**src/rtl/i2c_pkg.sv**
```systemverilog
// Shared I2C definitions: poller state encoding and ADT7420 register map.
package i2c_pkg;

    typedef enum logic [2:0] {
        IDLE,
        REQ_MSB,
        WAIT_MSB,
        REQ_LSB,
        WAIT_LSB,
        UPDATE
    } poll_state_t;

    localparam logic [7:0] TEMP_MSB     = 8'h00;
    localparam logic [7:0] TEMP_LSB     = 8'h01;
    localparam logic [7:0] STATUS       = 8'h02;
    localparam logic [7:0] ID           = 8'h0B;
    localparam logic [6:0] ADT7420_ADDR = 7'h4B;

    function automatic logic [7:0] sat_inc8(input logic [7:0] value);
        return (value == 8'hFF) ? value : value + 8'd1;
    endfunction

endpackage

```
**src/rtl/i2c_temp_poller_if.sv**
```systemverilog
// Start/done handshake between the temperature poller and the I2C controller.
interface i2c_temp_poller_if;

    logic       ctrl_start;
    logic       ctrl_rw;
    logic [7:0] ctrl_addr;
    logic       ctrl_busy;
    logic       ctrl_done;
    logic       ctrl_error;
    logic [7:0] ctrl_rdata;

    modport master (
        output ctrl_start,
        output ctrl_rw,
        output ctrl_addr,
        input  ctrl_busy,
        input  ctrl_done,
        input  ctrl_error,
        input  ctrl_rdata
    );

    modport slave (
        input  ctrl_start,
        input  ctrl_rw,
        input  ctrl_addr,
        output ctrl_busy,
        output ctrl_done,
        output ctrl_error,
        output ctrl_rdata
    );

endinterface

```
**src/rtl/i2c_temp_poller.sv**
```systemverilog
// Periodic / on-demand ADT7420 temperature reader: fetches MSB then LSB through
// the controller handshake and publishes integer degrees plus sixteenths.
module i2c_temp_poller
    import i2c_pkg::*;
#(
    parameter int unsigned POLL_CYCLES = 25_000_000,
    parameter logic [7:0]  MSB_ADDR    = TEMP_MSB,
    parameter logic [7:0]  LSB_ADDR    = TEMP_LSB
) (
    input  logic                      clk,
    input  logic                      rst,
    input  logic                      enable,
    input  logic                      poll_now,
    i2c_temp_poller_if.master         ctrl,
    output logic [15:0]               temp_raw,
    output logic [8:0]                temp_int,
    output logic [3:0]                temp_frac,
    output logic                      temp_valid,
    output logic                      poll_error,
    output logic [7:0]                err_count,
    output logic                      poller_busy
);

    localparam int unsigned CNT_W = (POLL_CYCLES > 1) ? $clog2(POLL_CYCLES) : 1;
    localparam logic [CNT_W-1:0] CNT_LAST = CNT_W'(POLL_CYCLES - 1);

    poll_state_t      state;
    logic [CNT_W-1:0] interval_cnt;
    logic [7:0]       msb_shadow;
    logic [7:0]       lsb_shadow;

    always_ff @(posedge clk) begin
        if (rst) begin
            state           <= IDLE;
            interval_cnt    <= '0;
            msb_shadow      <= '0;
            lsb_shadow      <= '0;
            ctrl.ctrl_start <= 1'b0;
            ctrl.ctrl_rw    <= 1'b1;
            ctrl.ctrl_addr  <= MSB_ADDR;
            temp_raw        <= '0;
            temp_int        <= '0;
            temp_frac       <= '0;
            temp_valid      <= 1'b0;
            poll_error      <= 1'b0;
            err_count       <= '0;
            poller_busy     <= 1'b0;
        end else begin
            ctrl.ctrl_start <= 1'b0;
            temp_valid      <= 1'b0;
            poll_error      <= 1'b0;

            unique case (state)
                IDLE: begin
                    // Both triggers together still yield a single poll.
                    if (poll_now || (enable && interval_cnt == CNT_LAST)) begin
                        interval_cnt <= '0;
                        state        <= REQ_MSB;
                        poller_busy  <= 1'b1;
                    end else if (enable) begin
                        interval_cnt <= interval_cnt + 1'b1;
                    end else begin
                        interval_cnt <= '0;
                    end
                end

                REQ_MSB: begin
                    if (!ctrl.ctrl_busy) begin
                        ctrl.ctrl_start <= 1'b1;
                        ctrl.ctrl_addr  <= MSB_ADDR;
                        state           <= WAIT_MSB;
                    end
                end

                WAIT_MSB: begin
                    if (ctrl.ctrl_error) begin
                        poll_error  <= 1'b1;
                        err_count   <= sat_inc8(err_count);
                        state       <= IDLE;
                        poller_busy <= 1'b0;
                    end else if (ctrl.ctrl_done) begin
                        msb_shadow <= ctrl.ctrl_rdata;
                        state      <= REQ_LSB;
                    end
                end

                REQ_LSB: begin
                    if (!ctrl.ctrl_busy) begin
                        ctrl.ctrl_start <= 1'b1;
                        ctrl.ctrl_addr  <= LSB_ADDR;
                        state           <= WAIT_LSB;
                    end
                end

                WAIT_LSB: begin
                    if (ctrl.ctrl_error) begin
                        poll_error  <= 1'b1;
                        err_count   <= sat_inc8(err_count);
                        state       <= IDLE;
                        poller_busy <= 1'b0;
                    end else if (ctrl.ctrl_done) begin
                        lsb_shadow <= ctrl.ctrl_rdata;
                        state      <= UPDATE;
                    end
                end

                UPDATE: begin
                    // All three views load from the shadows together, so no
                    // consumer ever sees an old/new byte mix.
                    temp_raw    <= {msb_shadow, lsb_shadow};
                    temp_int    <= {msb_shadow, lsb_shadow[7]};
                    temp_frac   <= lsb_shadow[6:3];
                    temp_valid  <= 1'b1;
                    state       <= IDLE;
                    poller_busy <= 1'b0;
                end

                default: begin
                    state       <= IDLE;
                    poller_busy <= 1'b0;
                end
            endcase
        end
    end

endmodule

```
**src/flat_wrapper.sv**
```systemverilog
// flat-port wrapper written by rule: the top's interface ports become plain ports
module i2c_temp_poller_flat import i2c_pkg::*;
#(
    parameter int unsigned POLL_CYCLES = 25_000_000,
    parameter logic [7:0]  MSB_ADDR    = TEMP_MSB,
    parameter logic [7:0]  LSB_ADDR    = TEMP_LSB
)
  (clk, rst, enable, poll_now, temp_raw, temp_int, temp_frac, temp_valid, poll_error, err_count, poller_busy, ctrl_ctrl_start, ctrl_ctrl_rw, ctrl_ctrl_addr, ctrl_ctrl_busy, ctrl_ctrl_done, ctrl_ctrl_error, ctrl_ctrl_rdata);
  i2c_temp_poller_if ctrl_i ();
  input  logic clk;
  input  logic rst;
  input  logic enable;
  input  logic poll_now;
  output logic [15:0] temp_raw;
  output logic [8:0] temp_int;
  output logic [3:0] temp_frac;
  output logic temp_valid;
  output logic poll_error;
  output logic [7:0] err_count;
  output logic poller_busy;
  output wire logic [$bits(ctrl_i.ctrl_start)-1:0] ctrl_ctrl_start;
  output wire logic [$bits(ctrl_i.ctrl_rw)-1:0] ctrl_ctrl_rw;
  output wire logic [$bits(ctrl_i.ctrl_addr)-1:0] ctrl_ctrl_addr;
  input wire logic [$bits(ctrl_i.ctrl_busy)-1:0] ctrl_ctrl_busy;
  input wire logic [$bits(ctrl_i.ctrl_done)-1:0] ctrl_ctrl_done;
  input wire logic [$bits(ctrl_i.ctrl_error)-1:0] ctrl_ctrl_error;
  input wire logic [$bits(ctrl_i.ctrl_rdata)-1:0] ctrl_ctrl_rdata;
  assign ctrl_ctrl_start = ctrl_i.ctrl_start;
  assign ctrl_ctrl_rw = ctrl_i.ctrl_rw;
  assign ctrl_ctrl_addr = ctrl_i.ctrl_addr;
  assign ctrl_i.ctrl_busy = ctrl_ctrl_busy;
  assign ctrl_i.ctrl_done = ctrl_ctrl_done;
  assign ctrl_i.ctrl_error = ctrl_ctrl_error;
  assign ctrl_i.ctrl_rdata = ctrl_ctrl_rdata;
  i2c_temp_poller #(.POLL_CYCLES(POLL_CYCLES), .MSB_ADDR(MSB_ADDR), .LSB_ADDR(LSB_ADDR)) u_core (.clk(clk), .rst(rst), .enable(enable), .poll_now(poll_now), .ctrl(ctrl_i), .temp_raw(temp_raw), .temp_int(temp_int), .temp_frac(temp_frac), .temp_valid(temp_valid), .poll_error(poll_error), .err_count(err_count), .poller_busy(poller_busy));
endmodule
```
**config.mk**
```make
export PLATFORM = sky130hd
export DESIGN_NAME = i2c_temp_poller_flat
export DESIGN_NICKNAME = d
export VERILOG_FILES = /design/src/rtl/i2c_pkg.sv /design/src/rtl/i2c_temp_poller_if.sv /design/src/rtl/i2c_temp_poller.sv /design/src/flat_wrapper.sv
export SDC_FILE = /design/constraint.sdc
export NUM_CORES = 1
export LEC_CHECK = 0
export CAP_MARGIN = 20
export CORE_MARGIN = 2
export CORE_UTILIZATION = 52
export CTS_CLUSTER_DIAMETER = 150
export CTS_CLUSTER_SIZE = 8
export DETAILED_ROUTE_END_ITERATION = 16
export PLACE_DENSITY = 0.85
export SLEW_MARGIN = 20
export SYNTH_ARGS = -nofsm -noshare
export SYNTH_HDL_FRONTEND = slang
export SYNTH_SLANG_ARGS = --single-unit
export TNS_END_PERCENT = 20
```
**constraint.sdc**
```tcl
create_clock -name clk -period 2.6 [get_ports clk]
set_clock_uncertainty 0.05 [all_clocks]
set_input_delay 0.52 -clock clk [delete_from_list [all_inputs] [get_ports clk]]
set_output_delay 0.52 -clock clk [all_outputs]
set_load 0.05 [all_outputs]
```
# --- Word level (Yosys, flattened, before mapping) ---
# Index checks and enable logic that the tools add are counted.
word_totals:
  out_inout_bits: 50
  elab_cells: 65
  regBits: 93
classes:
  bitwise_logic: 4
  n_eq_ne: 13
  mux: 19
  n_reduce_logical: 14
  n_addsub: 2
op_table:
  columns: ["op", "count"]
  rows:
  - ["two-way mux 25 bit", 2]
  - ["adder 25 x 1 -> 25 bit (second input constant)", 1]
  - ["equality test 25 bit (second input constant)", 1]
  - ["two-way mux 3 bit", 7]
  - ["two-way mux 8 bit", 2]
  - ["case mux 8 bit (2 select lines)", 1]
  - ["case mux 3 bit (5 select lines)", 1]
  - ["AND reduction 3 bit", 5]
  - ["adder 8 x 1 -> 8 bit (second input constant)", 1]
  - ["equality test 8 bit (second input constant)", 1]
  - ["OR reduction 2 bit", 4]
  - ["equality test 3 x 2 -> 1 bit (second input constant)", 2]
  - ["equality test 3 bit (second input constant)", 2]
  - ["!= test 3 bit (second input constant)", 2]
  - ["two-way mux 1 bit", 5]
  - ["AND reduction 5 bit", 1]
  - ["!= test 2 x 1 -> 1 bit (second input constant)", 2]
  - ["!= test 2 bit (second input constant)", 2]
  - ["NOT 1 bit", 4]
  - ["equality test 3 x 1 -> 1 bit (second input constant)", 1]
  - ["zero test 3 bit", 1]
  - ["case mux 1 bit (3 select lines)", 1]
  - ["nonzero test 2 bit", 1]
  - ["logical AND 1 bit", 1]
  - ["logical OR 1 bit", 1]

# --- Longest topological paths before layout ---
# Gate-level depths: netlist of run 1.
depth:
  ltp_word: 5
  mapped_depth: 7
  depth_no_buf: 6

# --- Least setup slack after synthesis of run 1 ---
# OpenSTA, ideal clock, no wires.
synth_timing:
  kind: "reg-to-reg"
  from: "reg u_core.interval_cnt[0]"
  to: "reg u_core.interval_cnt[24]"
  path_buffers: 0
  stages_incl_launch_ff: 7
  setup_slack_ps: 246
  required_ps: 2488
  arrival_time_ps: 2242
  cell_sequence: "dfxtp_1 ha_1 nand3_2 or4_4 or4_4 or3b_1 nand3_1"
synth_via:
  elab_chain_len: 4
synth_lines:
  columns: ["element", "line", "source"]
  rows:
  - ["from (decl)", "i2c_temp_poller.sv:28", "logic [CNT_W-1:0] interval_cnt;"]
  - ["from (signal assigned)", "i2c_temp_poller.sv:61", "interval_cnt <= interval_cnt + 1'b1;"]
  - ["branches (longest 3 deep; another with adder 25 x 1 -> 25 bit)", null, null]
  - ["two-way mux 25 bit *", "i2c_temp_poller.sv:56", "if (poll_now || (enable && interval_cnt == CNT_LAST)) begin"]
# Every way passes the cells marked *.
# A chain may end at the register's enable or synchronous reset.

# --- Worst setup path in the final report of run 1 ---
layout_timing:
  from: "reg u_core.interval_cnt[1]"
  to: "reg u_core.interval_cnt[24]"
# Same word-level chain as after synthesis.

==> summary.json, run 1 <==
{
  "place_inst": 542,
  "detail_route.iter0.violations": 267,
  "routed-via-count": 3230,
  "clockRootBuffer": "sky130_fd_sc_hd__clkbuf_8",
  "violated_checks": "design-rule violations",
  "clock.fmax_mhz": 410,
  "cts_setup_buffers": 0,
  "final.setup.worst_slack_ns": 0.162,
  "max-cap-violations": 0,
  "critical_path.n_buffers_inverters": 0,
  "layoutNonFillerInstCount": 558,
  "drtAntennaViolNets": 0,
  "drt-pass1-iter-count": 13,
  "die_area_um2": 7360,
  "seq_area_frac_synth": 0.420,
  "run_status": "finished, violations left",
  "multiInputGateArea_um2": 1760,
  "worst_setup_path_end_kind": "flop",
  "mappedNetlistArea_um2": 3480,
  "drt-vias-per-instance": 5.79,
  "clock_sinks": 73,
  "cts_hold_buffers": 0,
  "die-width_um": 85.8,
  "pin_count_of_the_biggest_net_entering_global_routing": 57,
  "io_pins": 65,
  "critPathMostFrequentCell": "sky130_fd_sc_hd__or4_4",
  "finalSetupViolations": 0,
  "timing_max_transition_violations_final": 0,
  "placementRows": 29,
  "nFillCells": 527,
  "routedWlPerCell_um": 14.9,
  "layout.core_utilization": 0.659,
  "syn2layout_area_growth_pct": 21.6,
  "finalCriticalPeriod_ns": 2.44,
  "overflow": 0,
  "grt_pass1_vias": 2995,
  "final_layout_size_suffix_gt1_frac": 0.0915,
  "period_share": 0.938,
  "hold_violations": 0,
  "number_of_antenna_violations_at_the_first_check_in_global_routing": 0,
  "vdd_drop_max_mv": 0.335,
  "critical-path-top-delay-family": "simple AND/OR/NAND/NOR gates",
  "core_area_um2": 6420,
  "critPathArrivalTime_ns": 2.68,
  "per_instance_average_area_after_synthesis_um2": 8.11,
  "die_h_um": 85.8,
  "globalplace.congestion": 0.945,
  "ff_latch_count_synth": 73,
  "timing.critical_path.slowest_cell_delay_ns": 0.59,
  "antenna_cells": 0,
  "synth.most_common_cell": "sky130_fd_sc_hd__dfxtp_1",
  "kind_of_critical_path": "reg2reg",
  "cts_buffers": 9,
  "total_power_after_layout_mw": 2.24,
  "drt_drc": 2,
  "syn-instance-count": 429,
  "wire_length_of_the_first_global_routing_pass_mm": 13.7,
  "cts_htree_levels": 3,
  "pre_cts_slack_ns": -0.0140,
  "placement.io_buffers": 56,
  "synthDominantAreaCellType": "sky130_fd_sc_hd__dfxtp_1",
  "grt_util_all_layers": 0.234,
  "clockBufferDepth": 2,
  "leakagePower_nw": 1.53,
  "yosys.cell_types.count": 52,
  "ranking_of_synthesized_cells_by_area": "sky130_fd_sc_hd__dfxtp_1, sky130_fd_sc_hd__nand2_1, sky130_fd_sc_hd__mux2i_1",
  "hold-worst-slack_ns": 0.407,
  "crit_path_top_delay_cell": "sky130_fd_sc_hd__or4_4",
  "yosysTopAreaCellShare": 0.420,
  "path_cells": "ha_1 -> nand3_2 -> or4_4 -> or4_4 -> or3b_1 -> nand3_1",
  "worst-endpoint-required_ns": 2.84,
  "synthTopCellsByCount": "sky130_fd_sc_hd__dfxtp_1, sky130_fd_sc_hd__nand2_1, sky130_fd_sc_hd__nor2_1",
  "synth_flop_cell": "sky130_fd_sc_hd__dfxtp_1",
  "cell_pwr_density_nw_per_um2": 530,
  "clk_latency_ns": 0.35,
  "startpoint_type": "flop",
  "synth_enable_flop_cells": 0,
  "post_cts_resized": 0,
  "grt_setup_unrepaired": "no",
  "relSlewSlack": 0.250,
  "routed_wl_mm": 8.31,
  "worst_min_delay_path_class": "reg2reg",
  "tritoncts": "yes",
  "design.final.nets": 493,
  "path_max_fanout": 5,
  "floorplan.initialDensity": 0.542,
  "asyncSetResetFlopFracSynth": 0,
  "ff_latch_area_um2": 1460,
  "dp.final_hpwl_mm": 5.73,
  "yosys_warnings": 0,
  "cts.reportedPaths.clkPinSlew_ns": 0.08,
  "transition_at_the_pin_with_the_smallest_max_transition_slack_ns": 1.12
}
per-stage QoR:
step	area, µm²	setup TNS [ns]
final	4230	0
after global routing	4230	0
after CTS	4230	0
after detailed placement	4030	-0.0142
after global placement	4030	0
after floorplan	3500	0
per-layer routing:
layer,GRT usage,share of wire,up-vias
li1,-,-,1586
met1,0.286,0.43,1538
met2,0.398,0.50,94
met3,0.0500,0.053,12
met4,0.0981,0.014,0
met5,0,0,-
tightest hold or removal path: stages, from the launching register on:
cell and delay (ns):
sky130_fd_sc_hd__dfxtp_1 0.32, sky130_fd_sc_hd__nand2_1 0.05, sky130_fd_sc_hd__a21oi_1 0.05
logic make-up after synthesis:
group                      Yosys count  share of synthesized area
other                                2                    0.00216
and+or+nand+nor                    209                      0.302
xor gates and xnor gates             9                     0.0226
adders and majority gates            3                     0.0101
AOI/OAI and AO/OA                   65                      0.113
muxes                               17                     0.0489
buffers and inverters               51                     0.0816
DFF                                 73                      0.420
registers in the layout, summed over array words and instances, names as in the netlist, 3 cells and up:
register / cells
u_core.err_count: 8
u_core.interval_cnt: 25
u_core.lsb_shadow: 8
u_core.msb_shadow: 8
u_core.state: 3
u_core.temp_frac: 3
u_core.temp_int: 8
u_core.temp_raw: 5
cells in the final DEF, fill, tap and decap left out, drive strengths merged, types with 2 or more instances in the layout:
cell,n
a21oi,30
a22oi,4
a311oi,2
a31oi,5
and2,2
and3,3
and4,3
buf,17
clkbuf,10
clkdlybuf4s50,55
clkinv,3
conb,8
dfxtp,73
ha,2
inv,10
mux2i,17
nand2,68
nand2b,6
nand3,29
nand3b,4
nand4,11
nor2,44
nor2b,2
nor3,9
nor3b,4
nor4,6
nor4b,2
o211ai,3
o21ai,10
o22ai,2
o2bb2ai,2
o31ai,2
or3,4
or3b,4
or4,4
xnor2,8
report_power, final:
group | internal (mW) | switching (mW) | total, mW
combinational | 0.0661 | 0.127 | 0.193
clock | 0.471 | 0.441 | 0.912
sequential | 1.13 | 0.0130 | 1.14
final timing paths:
check	slack, ns	endpoint	from	depth (start not counted)
worst max-delay path	0.16	u_core.interval_cnt[24]	u_core.interval_cnt[1]	6
worst min-delay path	0.41	u_core.temp_int[4]	u_core.msb_shadow[3]	2
worst max register to register	0.16	u_core.interval_cnt[24]	u_core.interval_cnt[1]	6
worst min register to register	0.41	u_core.temp_int[4]	u_core.msb_shadow[3]	2
final cells by class:
type | count | area share
Clock buffer | 10 | 0.0325
Clock inverter | 6 | 0.0154
Inverter | 9 | 0.00798
Multi-Input combinational cell | 311 | 0.417
Sequential cell | 73 | 0.345
Tap cell | 77 | 0.0228
Timing Repair Buffer | 72 | 0.160
Power figures use the tool's default switching activity.
==> inputs of run 2 (changes only) <==
--- a/config.mk
+++ b/config.mk
@@ -6,12 +6,13 @@
 export NUM_CORES = 1
 export LEC_CHECK = 0
 export CAP_MARGIN = 20
+export CORE_ASPECT_RATIO = 0.9
 export CORE_MARGIN = 2
-export CORE_UTILIZATION = 52
+export CORE_UTILIZATION = 47
 export CTS_CLUSTER_DIAMETER = 150
 export CTS_CLUSTER_SIZE = 8
 export DETAILED_ROUTE_END_ITERATION = 16
-export PLACE_DENSITY = 0.85
+export PLACE_DENSITY = 0.81
 export SLEW_MARGIN = 20
 export SYNTH_ARGS = -nofsm -noshare
 export SYNTH_HDL_FRONTEND = slang
==> constraint.sdc (replaced) <==
create_clock -name clk -period 2.1 [get_ports clk]
set_clock_uncertainty 0.05 [all_clocks]
set_input_delay 0.42 -clock clk [delete_from_list [all_inputs] [get_ports clk]]
set_output_delay 0.42 -clock clk [all_outputs]
set_load 0.05 [all_outputs]
==> run 2 against run 1 <==
Net effect:
- hold slack improved by 0.0032 ns
- first-iteration DRC count fell by 37%
- non-clock buffer count grew 34
- clock power rose by 46%
- final area increased by 10%
- critical path depth unchanged
- combinational power rose by 46%
- the run ends with negative setup slack left
- global-route usage fell by 0.86 points
- count of clock-buffer cells in the layout fell by 1
==> summary.json, run 2 (synthesis gave the netlist of run 1 again) <==
{
  "run_status": {"value": "finished, violations left", "change": "unchanged"},
  "violated_checks": {"value": "negative setup slack", "change": "was design-rule violations"},
  "globalplace.congestion": {"value": 0.879, "change": "was 0.945"},
  "floorplan.initialDensity": {"value": 0.489, "change": "was 0.542"},
  "layoutNonFillerInstCount": {"value": 608, "change": "was 558"},
  "path_cells": {"value": "ha_4 -> nand3_4 -> or4_4 -> or4_4 -> or3b_1 -> nand3_1", "change": "was ha_1 -> nand3_2 -> or4_4 -> or4_4 -> or3b_1 -> nand3_1"},
  "finalCriticalPeriod": {"value": 2.12, "unit": "ns", "change": "was 2.44 ns"},
  "clock_sinks": {"value": 73, "change": "unchanged"},
  "placementRows": {"value": 29, "change": "unchanged"},
  "antenna_cells": {"value": 0, "change": "unchanged"},
  "total_power_after_layout": {"value": 3.02, "unit": "mW", "change": "was 2.24 mW"},
  "clockRootBuffer": {"value": "sky130_fd_sc_hd__clkbuf_8", "change": "unchanged"},
  "layout.cells.most_common_list": {"value": "sky130_fd_sc_hd__nand2_1, sky130_fd_sc_hd__dfxtp_1, sky130_fd_sc_hd__clkdlybuf4s50_1, sky130_fd_sc_hd__buf_4, sky130_fd_sc_hd__nor2_1", "change": "was sky130_fd_sc_hd__dfxtp_1, sky130_fd_sc_hd__nand2_1, sky130_fd_sc_hd__clkdlybuf4s50_1, sky130_fd_sc_hd__nor2_1, sky130_fd_sc_hd__a21oi_1"},
  "gr-usage-met3": {"value": 0.0369, "change": "was 0.0500"},
  "cts_buffers": {"value": 9, "change": "unchanged"},
  "pre_cts_slack": {"value": -0.529, "unit": "ns", "change": "was -0.0140 ns"},
  "cts_hold_buffers": {"value": 0, "change": "unchanged"},
  "critPathMostFrequentCell": {"value": "sky130_fd_sc_hd__or4_4", "change": "unchanged"},
  "die-width": {"value": 94.7, "unit": "µm", "change": "was 85.8 µm"},
  "overflow": {"value": 0, "change": "unchanged"},
  "r2r_end": {"value": "u_core.interval_cnt[24]", "change": "unchanged"},
  "largest_register_ffs": {"value": 25, "change": "unchanged"},
  "period_share": {"value": 1.01, "change": "was 0.938"},
  "finalSetupViolations": {"value": 1, "change": "was 0"},
  "routedWlPerCell": {"value": 14.9, "unit": "µm", "change": "about the same"},
  "reg2reg_slack": {"value": -0.02, "unit": "ns", "change": "was 0.16 ns"},
  "worst_min_delay_path_class": {"value": "reg2reg", "change": "unchanged"},
  "cts_htree_levels": {"value": 3, "change": "unchanged"},
  "number_of_antenna_violations_at_the_first_check_in_global_routing": {"value": 0, "change": "unchanged"},
  "io_pins": {"value": 65, "change": "unchanged"},
  "largest-register": {"value": "u_core.interval_cnt", "change": "unchanged"},
  "clock.fmax": {"value": 472, "unit": "MHz", "change": "was 410 MHz"},
  "worst_setup_path_end_kind": {"value": "flop", "change": "unchanged"},
  "layout.cells.most_common": {"value": "sky130_fd_sc_hd__nand2_1", "change": "was sky130_fd_sc_hd__dfxtp_1"},
  "timing.rr.start": {"value": "u_core.interval_cnt[1]", "change": "unchanged"},
  "logic_depth_of_the_worst_register_to_register_path": {"value": 6, "change": "unchanged"},
  "routed-via-count": {"value": 3335, "change": "was 3230"},
  "timing_max_transition_violations_final": {"value": 0, "change": "unchanged"},
  "crit_end": {"value": "u_core.interval_cnt[24]", "change": "unchanged"},
  "grt_setup_unrepaired": {"value": "yes", "change": "was no"},
  "routed_wl": {"value": 9.05, "unit": "mm", "change": "was 8.31 mm"},
  "grt_util_all_layers": {"value": 0.225, "change": "was 0.234"},
  "globalRouteMet1Util": {"value": 0.290, "change": "was 0.286"},
  "syn2layout_area_growth": {"value": 33.9, "unit": "%", "change": "was 21.6%"},
  "tritoncts": {"value": "yes", "change": "unchanged"},
  "final_layout_size_suffix_gt1_frac": {"value": 0.186, "change": "was 0.0915"},
  "nFillCells": {"value": 593, "change": "was 527"},
  "clockBufferDepth": {"value": 2, "change": "unchanged"},
  "final.setup.worst_slack": {"value": -0.0166, "unit": "ns", "change": "was 0.162 ns"},
  "core_area": {"value": 7110, "unit": "µm²", "change": "was 6420 µm²"},
  "critical_path.n_buffers_inverters": {"value": 0, "change": "unchanged"},
  "dp.final_hpwl": {"value": 6.32, "unit": "mm", "change": "was 5.73 mm"},
  "startpoint_type": {"value": "flop", "change": "unchanged"},
  "worst-endpoint-required": {"value": 2.32, "unit": "ns", "change": "was 2.84 ns"},
  "cts.reportedPaths.clkPinSlew": {"value": 0.08, "unit": "ns", "change": "about the same"},
  "drt_drc": {"value": 0, "change": "was 2"},
  "final_design_area_no_fill": {"value": 4660, "unit": "µm²", "change": "was 4230 µm²"},
  "drt-vias-per-instance": {"value": 5.49, "change": "was 5.79"},
  "max-cap-violations": {"value": 0, "change": "unchanged"},
  "leakagePower": {"value": 1.78, "unit": "nW", "change": "was 1.53 nW"},
  "place_inst": {"value": 586, "change": "was 542"},
  "critPathArrivalTime": {"value": 2.34, "unit": "ns", "change": "was 2.68 ns"},
  "grt_busiest_layer": {"value": "met2", "change": "unchanged"},
  "crit_start": {"value": "u_core.interval_cnt[1]", "change": "unchanged"},
  "clk_latency": {"value": 0.34, "unit": "ns", "change": "was 0.35 ns"},
  "hold_violations": {"value": 0, "change": "unchanged"},
  "relSlewSlack": {"value": 0.485, "change": "was 0.250"},
  "detail_route.iter0.violations": {"value": 168, "change": "was 267"},
  "drt-pass1-iter-count": {"value": 5, "change": "was 13"},
  "placed_cell_area": {"value": 4280, "unit": "µm²", "change": "was 4030 µm²"},
  "transition_at_the_pin_with_the_smallest_max_transition_slack": {"value": 0.770, "unit": "ns", "change": "was 1.12 ns"},
  "timing.critical_path.slowest_cell_delay": {"value": 0.54, "unit": "ns", "change": "was 0.59 ns"},
  "drtAntennaViolNets": {"value": 0, "change": "unchanged"},
  "vdd_drop_max": {"value": 0.470, "unit": "mV", "change": "was 0.335 mV"},
  "die_area": {"value": 8110, "unit": "µm²", "change": "was 7360 µm²"},
  "cp_num_cells": {"value": 6, "change": "unchanged"},
  "met2_demand_to_capacity_share_in_global_routing": {"value": 0.382, "change": "was 0.398"},
  "die_h": {"value": 85.6, "unit": "µm", "change": "was 85.8 µm"},
  "pin_count_of_the_biggest_net_entering_global_routing": {"value": 46, "change": "was 57"},
  "kind_of_critical_path": {"value": "reg2reg", "change": "unchanged"},
  "cell_pwr_density": {"value": 647, "unit": "nW/µm²", "change": "was 530 nW/µm²"},
  "crit_path_top_delay_cell": {"value": "sky130_fd_sc_hd__or4_4", "change": "unchanged"},
  "design.final.nets": {"value": 527, "change": "was 493"},
  "placement.io_buffers": {"value": 56, "change": "unchanged"},
  "grt_pass1_vias": {"value": 3123, "change": "was 2995"},
  "setup_tns": {"value": -0.0166, "unit": "ns", "change": "was 0 ns"},
  "critical-path-top-delay-family": {"value": "simple AND/OR/NAND/NOR gates", "change": "unchanged"},
  "path_max_fanout": {"value": 2, "change": "was 5"},
  "wire_length_of_the_first_global_routing_pass": {"value": 14.6, "unit": "mm", "change": "was 13.7 mm"}
}
[run 2: layout make-up]
type | instances | area [µm²] | share of cell area
inverters | 9 | 33.8 | 0.00725
well taps | 93 | 116 | 0.0250
clock buffers | 9 | 124 | 0.0266
repair buffers | 106 | 950 | 0.204
flip-flops and latches | 73 | 1480 | 0.316
clock inverters | 7 | 118 | 0.0252
multi-input cells | 311 | 1850 | 0.396
[run 2: worst min path at each step]
stage | startpoint | to | slack, ns | cells after the start
finish | u_core.msb_shadow[7] | u_core.temp_raw[15] | 0.41 | 2
global route | u_core.msb_shadow[1] | u_core.temp_int[2] | 0.43 | 2
detailed placement | u_core.msb_shadow[7] | u_core.temp_raw[15] | 0.40 | 2
global placement | u_core.msb_shadow[4] | u_core.temp_int[5] | 0.39 | 2
CTS | u_core.msb_shadow[7] | u_core.temp_raw[15] | 0.41 | 2
floorplan | u_core.msb_shadow[0] | u_core.temp_int[1] | 0.38 | 2
[run 2: through the flow]
stage / utilization / hold slack, ns
after floorplan: - / 0.381
after global placement: 0.602 / 0.387
after detailed placement: 0.602 / 0.396
after CTS: 0.644 / 0.408
after global routing: 0.656 / 0.429
final: 0.656 / 0.410
[run 2: tightest hold or removal path, stage by stage (launching register included)]
cell                      delay [ns]
sky130_fd_sc_hd__dfxtp_1        0.31
sky130_fd_sc_hd__nand2_1        0.05
sky130_fd_sc_hd__a21oi_1        0.05
[run 2: layer usage]
metal  vias up  part of all wire
met5         -                 0
met1      1578              0.44
met2       110              0.49
met4         0             0.015
met3        13             0.061
li1       1634                 -
[run 2: report_power, final]
part / switching (mW) / internal (mW)
clock: 0.535 / 0.791
sequential: 0.0125 / 1.39
combinational: 0.176 / 0.106
total: 0.724 / 2.29
[run 2: timing repair]
action                     4_1_cts  5_1_grt
cloned                           1        1
resized for setup                9       18
setup endpoints to repair       23       33
pin swaps                        4       10
setup buffers                    0        4
==> inputs of run 3 (changes only) <==
--- a/config.mk
+++ b/config.mk
@@ -5,7 +5,7 @@
 export SDC_FILE = /design/constraint.sdc
 export NUM_CORES = 1
 export LEC_CHECK = 0
-export CAP_MARGIN = 20
+export CAP_MARGIN = 15
 export CORE_ASPECT_RATIO = 0.9
 export CORE_MARGIN = 2
 export CORE_UTILIZATION = 47
==> results of run 3 <==
No change in the layout: final DEF, timing and power equal those of run 2.
